<file path="src/rtl/hs_reg_slice.sv">
// -----------------------------------------------------------------------------
// hs_reg_slice
//
// Fully registered valid/ready pipeline stage (skid buffer). Two storage
// entries: the main register M, which always drives dat_o, and the skid
// register S, which catches the one word that can arrive in the cycle the
// downstream stalls. Every output comes straight from a flop, so this stage
// cuts all timing paths between upstream and downstream, in both the data
// and the handshake directions, while still sustaining one transfer per cycle.
//
// Occupancy states:
//   EMPTY : nothing stored          valid_o=0 ready_o=1 cnt_o=0
//   ONE   : M holds the head word   valid_o=1 ready_o=1 cnt_o=1
//   FULL  : M = head, S = next      valid_o=1 ready_o=0 cnt_o=2
// -----------------------------------------------------------------------------
module hs_reg_slice #(
   parameter int unsigned DATA_WIDTH = 32
) (
   input  logic                  clk_i,
   input  logic                  rst_n_i,
   // upstream side
   input  logic                  valid_i,
   output logic                  ready_o,
   input  logic [DATA_WIDTH-1:0] dat_i,
   // downstream side
   output logic                  valid_o,
   input  logic                  ready_i,
   output logic [DATA_WIDTH-1:0] dat_o,
   // occupancy
   output logic [1:0]            cnt_o
);

   // State encoding equals the occupancy, so cnt_o is the state register.
   localparam logic [1:0] ST_EMPTY = 2'd0;
   localparam logic [1:0] ST_ONE   = 2'd1;
   localparam logic [1:0] ST_FULL  = 2'd2;

   logic [1:0]            state_q, state_d;
   logic                  valid_q, valid_d;
   logic                  ready_q, ready_d;
   logic [DATA_WIDTH-1:0] m_q, s_q;

   // Data-path controls produced by the state logic.
   logic                  load_m;      // write M this cycle
   logic                  m_from_s;    // M source: 1 = skid register, 0 = dat_i
   logic                  load_s;      // write S this cycle

   logic                  in_fire;
   logic                  out_fire;

   // Handshakes are judged on the registered outputs, never on a
   // combinational function of the inputs, so valid_i is naturally ignored
   // while ready_o is low and dat_i is only sampled on an in-fire.
   assign in_fire  = valid_i & ready_q;
   assign out_fire = valid_q & ready_i;

   // Next-state and data-steering decisions for the occupancy FSM.
   always_comb begin
      // NOTE: every signal gets a default before the case so that no path
      // through the block leaves it unassigned; otherwise a latch is inferred.
      state_d  = state_q;
      load_m   = 1'b0;
      m_from_s = 1'b0;
      load_s   = 1'b0;

      case (state_q)
         ST_EMPTY: begin
            if (in_fire) begin
               load_m  = 1'b1;
               state_d = ST_ONE;
            end
         end

         ST_ONE: begin
            if (in_fire && out_fire) begin
               // Head leaves and the new word takes its place.
               load_m = 1'b1;
            end else if (in_fire) begin
               // Downstream stalled: park the new word behind the head.
               load_s  = 1'b1;
               state_d = ST_FULL;
            end else if (out_fire) begin
               // M is left as is; its contents are meaningless once empty.
               state_d = ST_EMPTY;
            end
         end

         ST_FULL: begin
            // ready_o is low here, so no in-fire can occur.
            if (out_fire) begin
               load_m   = 1'b1;
               m_from_s = 1'b1;
               state_d  = ST_ONE;
            end
         end

         default: begin
            // Unreachable encoding: recover to a clean, empty slice.
            state_d = ST_EMPTY;
         end
      endcase
   end

   // Output handshake flags for the next cycle follow from the next state.
   always_comb begin
      valid_d = (state_d != ST_EMPTY);
      ready_d = (state_d != ST_FULL);
   end

   // Control state and registered handshake outputs.
   always_ff @(posedge clk_i or negedge rst_n_i) begin
      if (!rst_n_i) begin
         state_q <= ST_EMPTY;
         valid_q <= 1'b0;
         ready_q <= 1'b1;
      end else begin
         // NOTE: sequential state is updated with non-blocking assignments so
         // every flop samples the pre-edge values, independent of statement order.
         state_q <= state_d;
         valid_q <= valid_d;
         ready_q <= ready_d;
      end
   end

   // Main register M: loaded from dat_i or promoted from the skid register.
   always_ff @(posedge clk_i or negedge rst_n_i) begin
      if (!rst_n_i) begin
         // NOTE: the payload registers are reset too, so dat_o reads 0 while in
         // reset and no word from before reset can ever reappear afterwards.
         m_q <= '0;
      end else if (load_m) begin
         m_q <= m_from_s ? s_q : dat_i;
      end
   end

   // Skid register S: captures the word that arrives during a downstream stall.
   always_ff @(posedge clk_i or negedge rst_n_i) begin
      if (!rst_n_i) begin
         s_q <= '0;
      end else if (load_s) begin
         s_q <= dat_i;
      end
   end

   assign valid_o = valid_q;
   assign ready_o = ready_q;
   assign dat_o   = m_q;
   assign cnt_o   = state_q;

endmodule

</file>
<file path="config.mk">
export PLATFORM = sky130hd
export DESIGN_NAME = hs_reg_slice
export DESIGN_NICKNAME = d
export VERILOG_FILES = /design/src/rtl/hs_reg_slice.sv
export SDC_FILE = /design/constraint.sdc
export NUM_CORES = 1
export LEC_CHECK = 0
export BUFFER_PORTS_ARGS = -buffer_cell sky130_fd_sc_hd__clkbuf_2
export CAP_MARGIN = 25
export CORE_MARGIN = 3
export CORE_UTILIZATION = 49
export DETAILED_ROUTE_END_ITERATION = 8
export GPL_ROUTABILITY_DRIVEN = 0
export GPL_TIMING_DRIVEN = 0
export HOLD_SLACK_MARGIN = 0.06
export PLACE_DENSITY = 0.84
export SLEW_MARGIN = 20
export SYNTH_ARGS = -nofsm -noshare
export SYNTH_HDL_FRONTEND = slang
export SYNTH_SLANG_ARGS = --single-unit
</file>
<file path="constraint.sdc">
create_clock -name clk_i -period 1.57 [get_ports clk_i]
set_clock_uncertainty 0.15 [all_clocks]
set_input_delay 0.314 -clock clk_i [delete_from_list [all_inputs] [get_ports clk_i]]
set_output_delay 0.314 -clock clk_i [all_outputs]
set_load 0.01 [all_outputs]
</file>
# --- Word-level counts from Yosys, hierarchy flattened ---
# Index checks and enable logic that the tools add are counted.
totals:
  regBits: 68
  wordCells: 27
  in_bits: 36
  output_inout_bits: 36
classes:
  mux: 14
  reduce_logical: 3
  n_eq_ne: 3
  bitwise: 2
op_table:
  columns: ["op", "n"]
  rows:
  - ["$mux W32", 1]
  - ["$mux W2", 5]
  - ["$mux W1", 6]
  - ["$pmux W2 S3", 1]
  - ["$pmux W1 S3", 1]
  - ["$and A1 B1 Y1", 2]
  - ["$eq A2 B1 Y1 const B", 1]
  - ["$eq A2 B2 Y1 const B", 1]
  - ["$logic_not A2 Y1", 1]
  - ["$ne A2 B2 Y1 const B", 1]
  - ["$reduce_bool A2 Y1", 1]
  - ["$logic_and A1 B1 Y1", 1]

# --- Depth between registers and ports, before layout ---
logic_depth:
  ltp_word: 6
  mapped_depth: 4
  mapped_depth_nobuf: 3

# --- Worst setup path after synthesis ---
# No wires, ideal clock.
synth_path:
  path_kind: "flip-flop to flip-flop"
  start: "register ready_q (netlist: ready_o)"
  end: "register m_q[0] (netlist: dat_o[0])"
  t_required_ps: 1295
  n_path_buf: 1
  synth_period_minus_slack_ps: 1727
  arrival_ps: 1452
  slack_ps: -157
  setup_time_ps: 125
  stages_incl_launch_ff: 5
  path_cell_list: "dfstp_2 -> nand4_1 -> o211ai_2 -> buf_4 -> mux2_4"
synth_between:
  elab_chain_cells: 4
  word_cells_on_any_way: 5
  classes_between: "3 x mux; 1 x bitwise; 1 x reduce/logical"
synth_rtl:
  columns: ["item", "line", "text"]
  rows:
  - ["start: declaration", "40", "logic ready_q, ready_d;"]
  - ["start signal: assignment", "121", "ready_q <= ready_d;"]
  - ["$and A1 B1 Y1 (*)", "54", "assign in_fire = valid_i & ready_q;"]
  - ["$logic_and A1 B1 Y1", "75", "if (in_fire && out_fire) begin"]
  - ["$mux W1", "75", null]
  - ["$pmux W1 S3 (*)", "66", "case (state_q)"]
  - ["end signal: assignment", "132", "m_q <= m_from_s ? s_q : dat_i;"]
  - ["end: declaration", "41", "logic [DATA_WIDTH-1:0] m_q, s_q;"]
# Mark *: on every way between the ends. The rest lies on a longest branch, timed or not.
# A chain may end at the register's enable or synchronous reset.

# --- Final worst setup path ---
layout_path:
  start: "register ready_q (netlist: ready_o)"
  end: "register m_q[22] (netlist: dat_o[22])"
# Same word-level chain as after synthesis.

==> impl_results.html <==
<table>
<tr><th>Metric</th><th>Value</th></tr>
<tr><th colspan="2">Outcome</th></tr>
<tr><td>Status</td><td>complete, but fails checks</td></tr>
<tr><td>Violated checks</td><td>setup timing</td></tr>
<tr><th colspan="2">Timing</th></tr>
<tr><td>Count of final setup violators</td><td>68</td></tr>
<tr><td>Total negative setup slack</td><td>-12.03 ns</td></tr>
<tr><td>Ratio of final minimum period to clock period</td><td>1.14</td></tr>
<tr><td>Unrepaired setup endpoints after global routing</td><td>yes</td></tr>
<tr><td>Count of endpoints failing hold in the final timing report</td><td>0</td></tr>
<tr><td>Final critical path time including I/O delays and setup</td><td>1.79 ns</td></tr>
<tr><td>Fmax</td><td>558 MHz</td></tr>
<tr><td>Fin. max-slew vios</td><td>0</td></tr>
<tr><td>Max_slew headroom</td><td>0.671</td></tr>
<tr><td>Final setup margin</td><td>-0.222 ns</td></tr>
<tr><td>Worst hold slack after final layout</td><td>0.0744 ns</td></tr>
<tr><td>Measured slew at the worst slew-check pin</td><td>0.493 ns</td></tr>
<tr><th colspan="2">Worst setup path</th></tr>
<tr><td>Stage delay of the slowest cell on the critical path</td><td>0.55 ns</td></tr>
<tr><td>Kind of start point of the critical path</td><td>register</td></tr>
<tr><td>Cell family contributing the most delay on the critical path</td><td>flip-flops</td></tr>
<tr><td>Register-to-register path setup slack</td><td>-0.22 ns</td></tr>
<tr><td>Buffers and inverters on the worst path</td><td>3</td></tr>
<tr><td>Crit Reg-Reg Endpoint</td><td>dat_o[22]</td></tr>
<tr><td>CP Cell Sequence</td><td>buf_4 -&gt; nand4bb_4 -&gt; o211ai_4 -&gt; buf_12 -&gt; clkbuf_16 -&gt; mux2_4</td></tr>
<tr><td>CP startpoint</td><td>ready_o</td></tr>
<tr><td>Number of cells on the worst reg-to-reg path</td><td>6</td></tr>
<tr><td>Data required time of the worst path</td><td>1.65 ns</td></tr>
<tr><td>Start of the worst register-to-register path</td><td>ready_o</td></tr>
<tr><td>Highest fanout seen on the critical path</td><td>5</td></tr>
<tr><td>CP max-delay cell</td><td>sky130_fd_sc_hd__dfstp_2</td></tr>
<tr><td>Kind of end point of the critical path</td><td>register</td></tr>
<tr><td>Total number of cells along the worst setup path</td><td>6</td></tr>
<tr><td>Setup CP Type</td><td>register to register</td></tr>
<tr><td>Worst EP arrival</td><td>1.87 ns</td></tr>
<tr><td>Worst Setup EP</td><td>dat_o[22]</td></tr>
<tr><th colspan="2">Min path</th></tr>
<tr><td>Type of the worst min-delay path</td><td>primary input to register</td></tr>
<tr><th colspan="2">Placement</th></tr>
<tr><td>Count of placed standard cells including taps</td><td>338</td></tr>
<tr><td>Post-Place Worst Slack</td><td>-0.280 ns</td></tr>
<tr><td>Sum of net half-perimeters after detailed placement</td><td>4120 um</td></tr>
<tr><td>Quantity of I/O buffers inserted on ports</td><td>71</td></tr>
<tr><td>Placed inst area</td><td>3720 um^2</td></tr>
<tr><th colspan="2">Power</th></tr>
<tr><td>Worst voltage drop across the vdd grid</td><td>1210 uV</td></tr>
<tr><td>Leak Pwr</td><td>2.22 nW</td></tr>
<tr><td>Post-layout power</td><td>9.14 mW</td></tr>
<tr><td>Cell Pwr Density</td><td>2070 nW/um^2</td></tr>
<tr><th colspan="2">Finish</th></tr>
<tr><td>Most common cell after layout, fill and taps aside</td><td>sky130_fd_sc_hd__clkbuf_2</td></tr>
<tr><td>Number of nets in the final layout</td><td>335</td></tr>
<tr><td>Non-filler cells in the finished layout</td><td>379</td></tr>
<tr><td>Area delta synth-&gt;final</td><td>36.7%</td></tr>
<tr><td>Finished Core Util</td><td>0.716</td></tr>
<tr><td>Commonest non-fill, non-tap cells in the layout</td><td>sky130_fd_sc_hd__clkbuf_2, sky130_fd_sc_hd__dfrtp_1, sky130_fd_sc_hd__mux2_4</td></tr>
<tr><td>Antenna diode count</td><td>0</td></tr>
<tr><td>Final non-filler cell area</td><td>4420 um^2</td></tr>
<tr><td>Fraction of layout cells with a size suffix above 1</td><td>0.740</td></tr>
<tr><td>Fill cell count</td><td>417</td></tr>
<tr><th colspan="2">Job</th></tr>
<tr><td># Max-Cap Violations</td><td>0</td></tr>
<tr><th colspan="2">GRT</th></tr>
<tr><td>Maximum number of pins on one net before global-route repair</td><td>36</td></tr>
<tr><td>Total global routing track utilization</td><td>0.182</td></tr>
<tr><td>Via count of the first global-routing pass</td><td>2,132</td></tr>
<tr><td>Initial antenna violation count</td><td>0</td></tr>
<tr><td>Global-route wire length before repair</td><td>10,300 um</td></tr>
<tr><td>Remaining Overflow, GRT</td><td>0</td></tr>
<tr><th colspan="2">Clocking</th></tr>
<tr><td>Buffers from clock root to sink, at most</td><td>2</td></tr>
<tr><td>CTS tree</td><td>built</td></tr>
<tr><td>Clock tree root buffer cell</td><td>sky130_fd_sc_hd__clkbuf_8</td></tr>
<tr><td>CTS sink count</td><td>68</td></tr>
<tr><td>Clock-pin slew reported for the worst setup and hold paths after clock tree synthesis</td><td>0.08 ns</td></tr>
<tr><td>Num CTS Buffers</td><td>9</td></tr>
<tr><td>Count of H-tree levels built during CTS</td><td>3</td></tr>
<tr><td>Clock network latency to the later pin of the worst-skew pair</td><td>0.34 ns</td></tr>
<tr><th colspan="2">Routing</th></tr>
<tr><td>Number of nets still failing antenna checks after routing</td><td>0</td></tr>
<tr><td>Sum of routed wire length over all layers</td><td>6500 um</td></tr>
<tr><td>Iteration count of the initial detailed-routing pass</td><td>4</td></tr>
<tr><td>Total vias in the final route</td><td>1,958</td></tr>
<tr><td>Ratio of routed vias to standard cells</td><td>5.17</td></tr>
<tr><td>DRC errors left</td><td>0</td></tr>
<tr><td>Violation count after the first detailed-route iteration</td><td>36</td></tr>
<tr><td>Average wire length per cell after detail routing</td><td>17.2 um</td></tr>
<tr><th colspan="2">Floorplan</th></tr>
<tr><td>Chip Height</td><td>87.2 um</td></tr>
<tr><td>Total core area</td><td>6170 um^2</td></tr>
<tr><td>Die outline area</td><td>7600 um^2</td></tr>
<tr><td>Horiz. Die Dim</td><td>87.2 um</td></tr>
<tr><td>Core Rows</td><td>28</td></tr>
<tr><td>I/O Pins</td><td>72</td></tr>
<tr><td>Effective utilization at floorplan</td><td>0.524</td></tr>
<tr><th colspan="2">Synth</th></tr>
<tr><td>Mean instance size in the synthesized netlist</td><td>16.9 um^2</td></tr>
<tr><td>Post-synthesis register bit count</td><td>68</td></tr>
<tr><td>Distinct cells, synth</td><td>21</td></tr>
<tr><td>Synth Instances</td><td>191</td></tr>
<tr><td>Post-synthesis sequential area ratio</td><td>0.527</td></tr>
<tr><td>Area of the mapped netlist</td><td>3230 um^2</td></tr>
<tr><td>Total of warnings raised by yosys</td><td>0</td></tr>
<tr><td>Synthesized netlist net count</td><td>227</td></tr>
</table>
[cell usage after synthesis]
master                      instances  share of area
sky130_fd_sc_hd__nand2_1            4         0.0046
sky130_fd_sc_hd__nand4_1            1         0.0019
sky130_fd_sc_hd__o211ai_2           1         0.0039
sky130_fd_sc_hd__o22ai_1            1         0.0019
sky130_fd_sc_hd__a21bo_2            1         0.0031
sky130_fd_sc_hd__buf_2              1         0.0015
sky130_fd_sc_hd__buf_6              3          0.010
sky130_fd_sc_hd__nand3_2            1         0.0031
sky130_fd_sc_hd__nand4bb_1          1         0.0035
sky130_fd_sc_hd__and3b_2            1         0.0031
sky130_fd_sc_hd__mux2_4            60           0.28
sky130_fd_sc_hd__dfrtp_1           67           0.52
sky130_fd_sc_hd__nand4b_4           1         0.0074
sky130_fd_sc_hd__nor2_1             1         0.0012
sky130_fd_sc_hd__dfstp_2            1         0.0081
sky130_fd_sc_hd__a21oi_1            1         0.0015
sky130_fd_sc_hd__and2_1             1         0.0019
sky130_fd_sc_hd__or2_2              1         0.0019
sky130_fd_sc_hd__nor2b_1            1         0.0019
sky130_fd_sc_hd__mux2_2            37           0.13
sky130_fd_sc_hd__buf_4              5          0.012
[power by group]
part           switching (mW)  internal, mW
logic                    1.54          2.78
registers               0.529          2.68
clock network           0.677         0.934
total                    2.75          6.40
[metal layers]
metal	share of wire	wire length, um	GRT usage
met1	0.40	2610	0.206
met2	0.53	3460	0.324
met3	0.060	392	0.0653
met4	0.0054	35	0.0460
met5	0	0	0
[area by class of cell]
cell class	count	area, um^2	area share
Sequential cell	68	1710	0.387
Multi-Input combinational cell	114	1490	0.337
Tap cell	75	93.8	0.0213
Clock buffer	10	138	0.0312
Timing Repair Buffer	97	751	0.170
Clock inverter	6	87.6	0.0198
Buffer	9	153	0.0346
[cell families after synthesis]
kind of cell    count (synthesis)  synth area share
mux                            97             0.408
flops                          68             0.527
simple gates                   13            0.0306
buf+inv                         9            0.0236
compound gates                  4            0.0105
[how the worst min path moves through the flow]
stage / from / end / slack, ns / cells past startpoint
after floorplan: rst_n_i / cnt_o[0] / -0.13 / 0
after global placement: s_q[13] / s_q[13] / 0.33 / 1
after detailed placement: rst_n_i / s_q[27] / 0.19 / 1
after CTS: dat_i[16] / s_q[16] / 0.06 / 2
after global routing: dat_i[28] / s_q[28] / 0.06 / 2
final: dat_i[29] / s_q[29] / 0.07 / 2
[what timing repair did]
item / CTS / global route
setup endpoints to repair: 60 / 68
setup buffers: 13 / 2
gates resized for setup: 23 / 9
hold buffers: 4 / 1
gates cloned: 4 / 2
pin swaps: 4 / 2
hold endpoints to repair: 36 / 1
[state kept, by name, summed over array words and instances (netlist names)]
signal and count:
valid_o 1, cnt_o 2, s_q 32, dat_o 32
ready_o 1
Power figures use the tool's default switching activity.
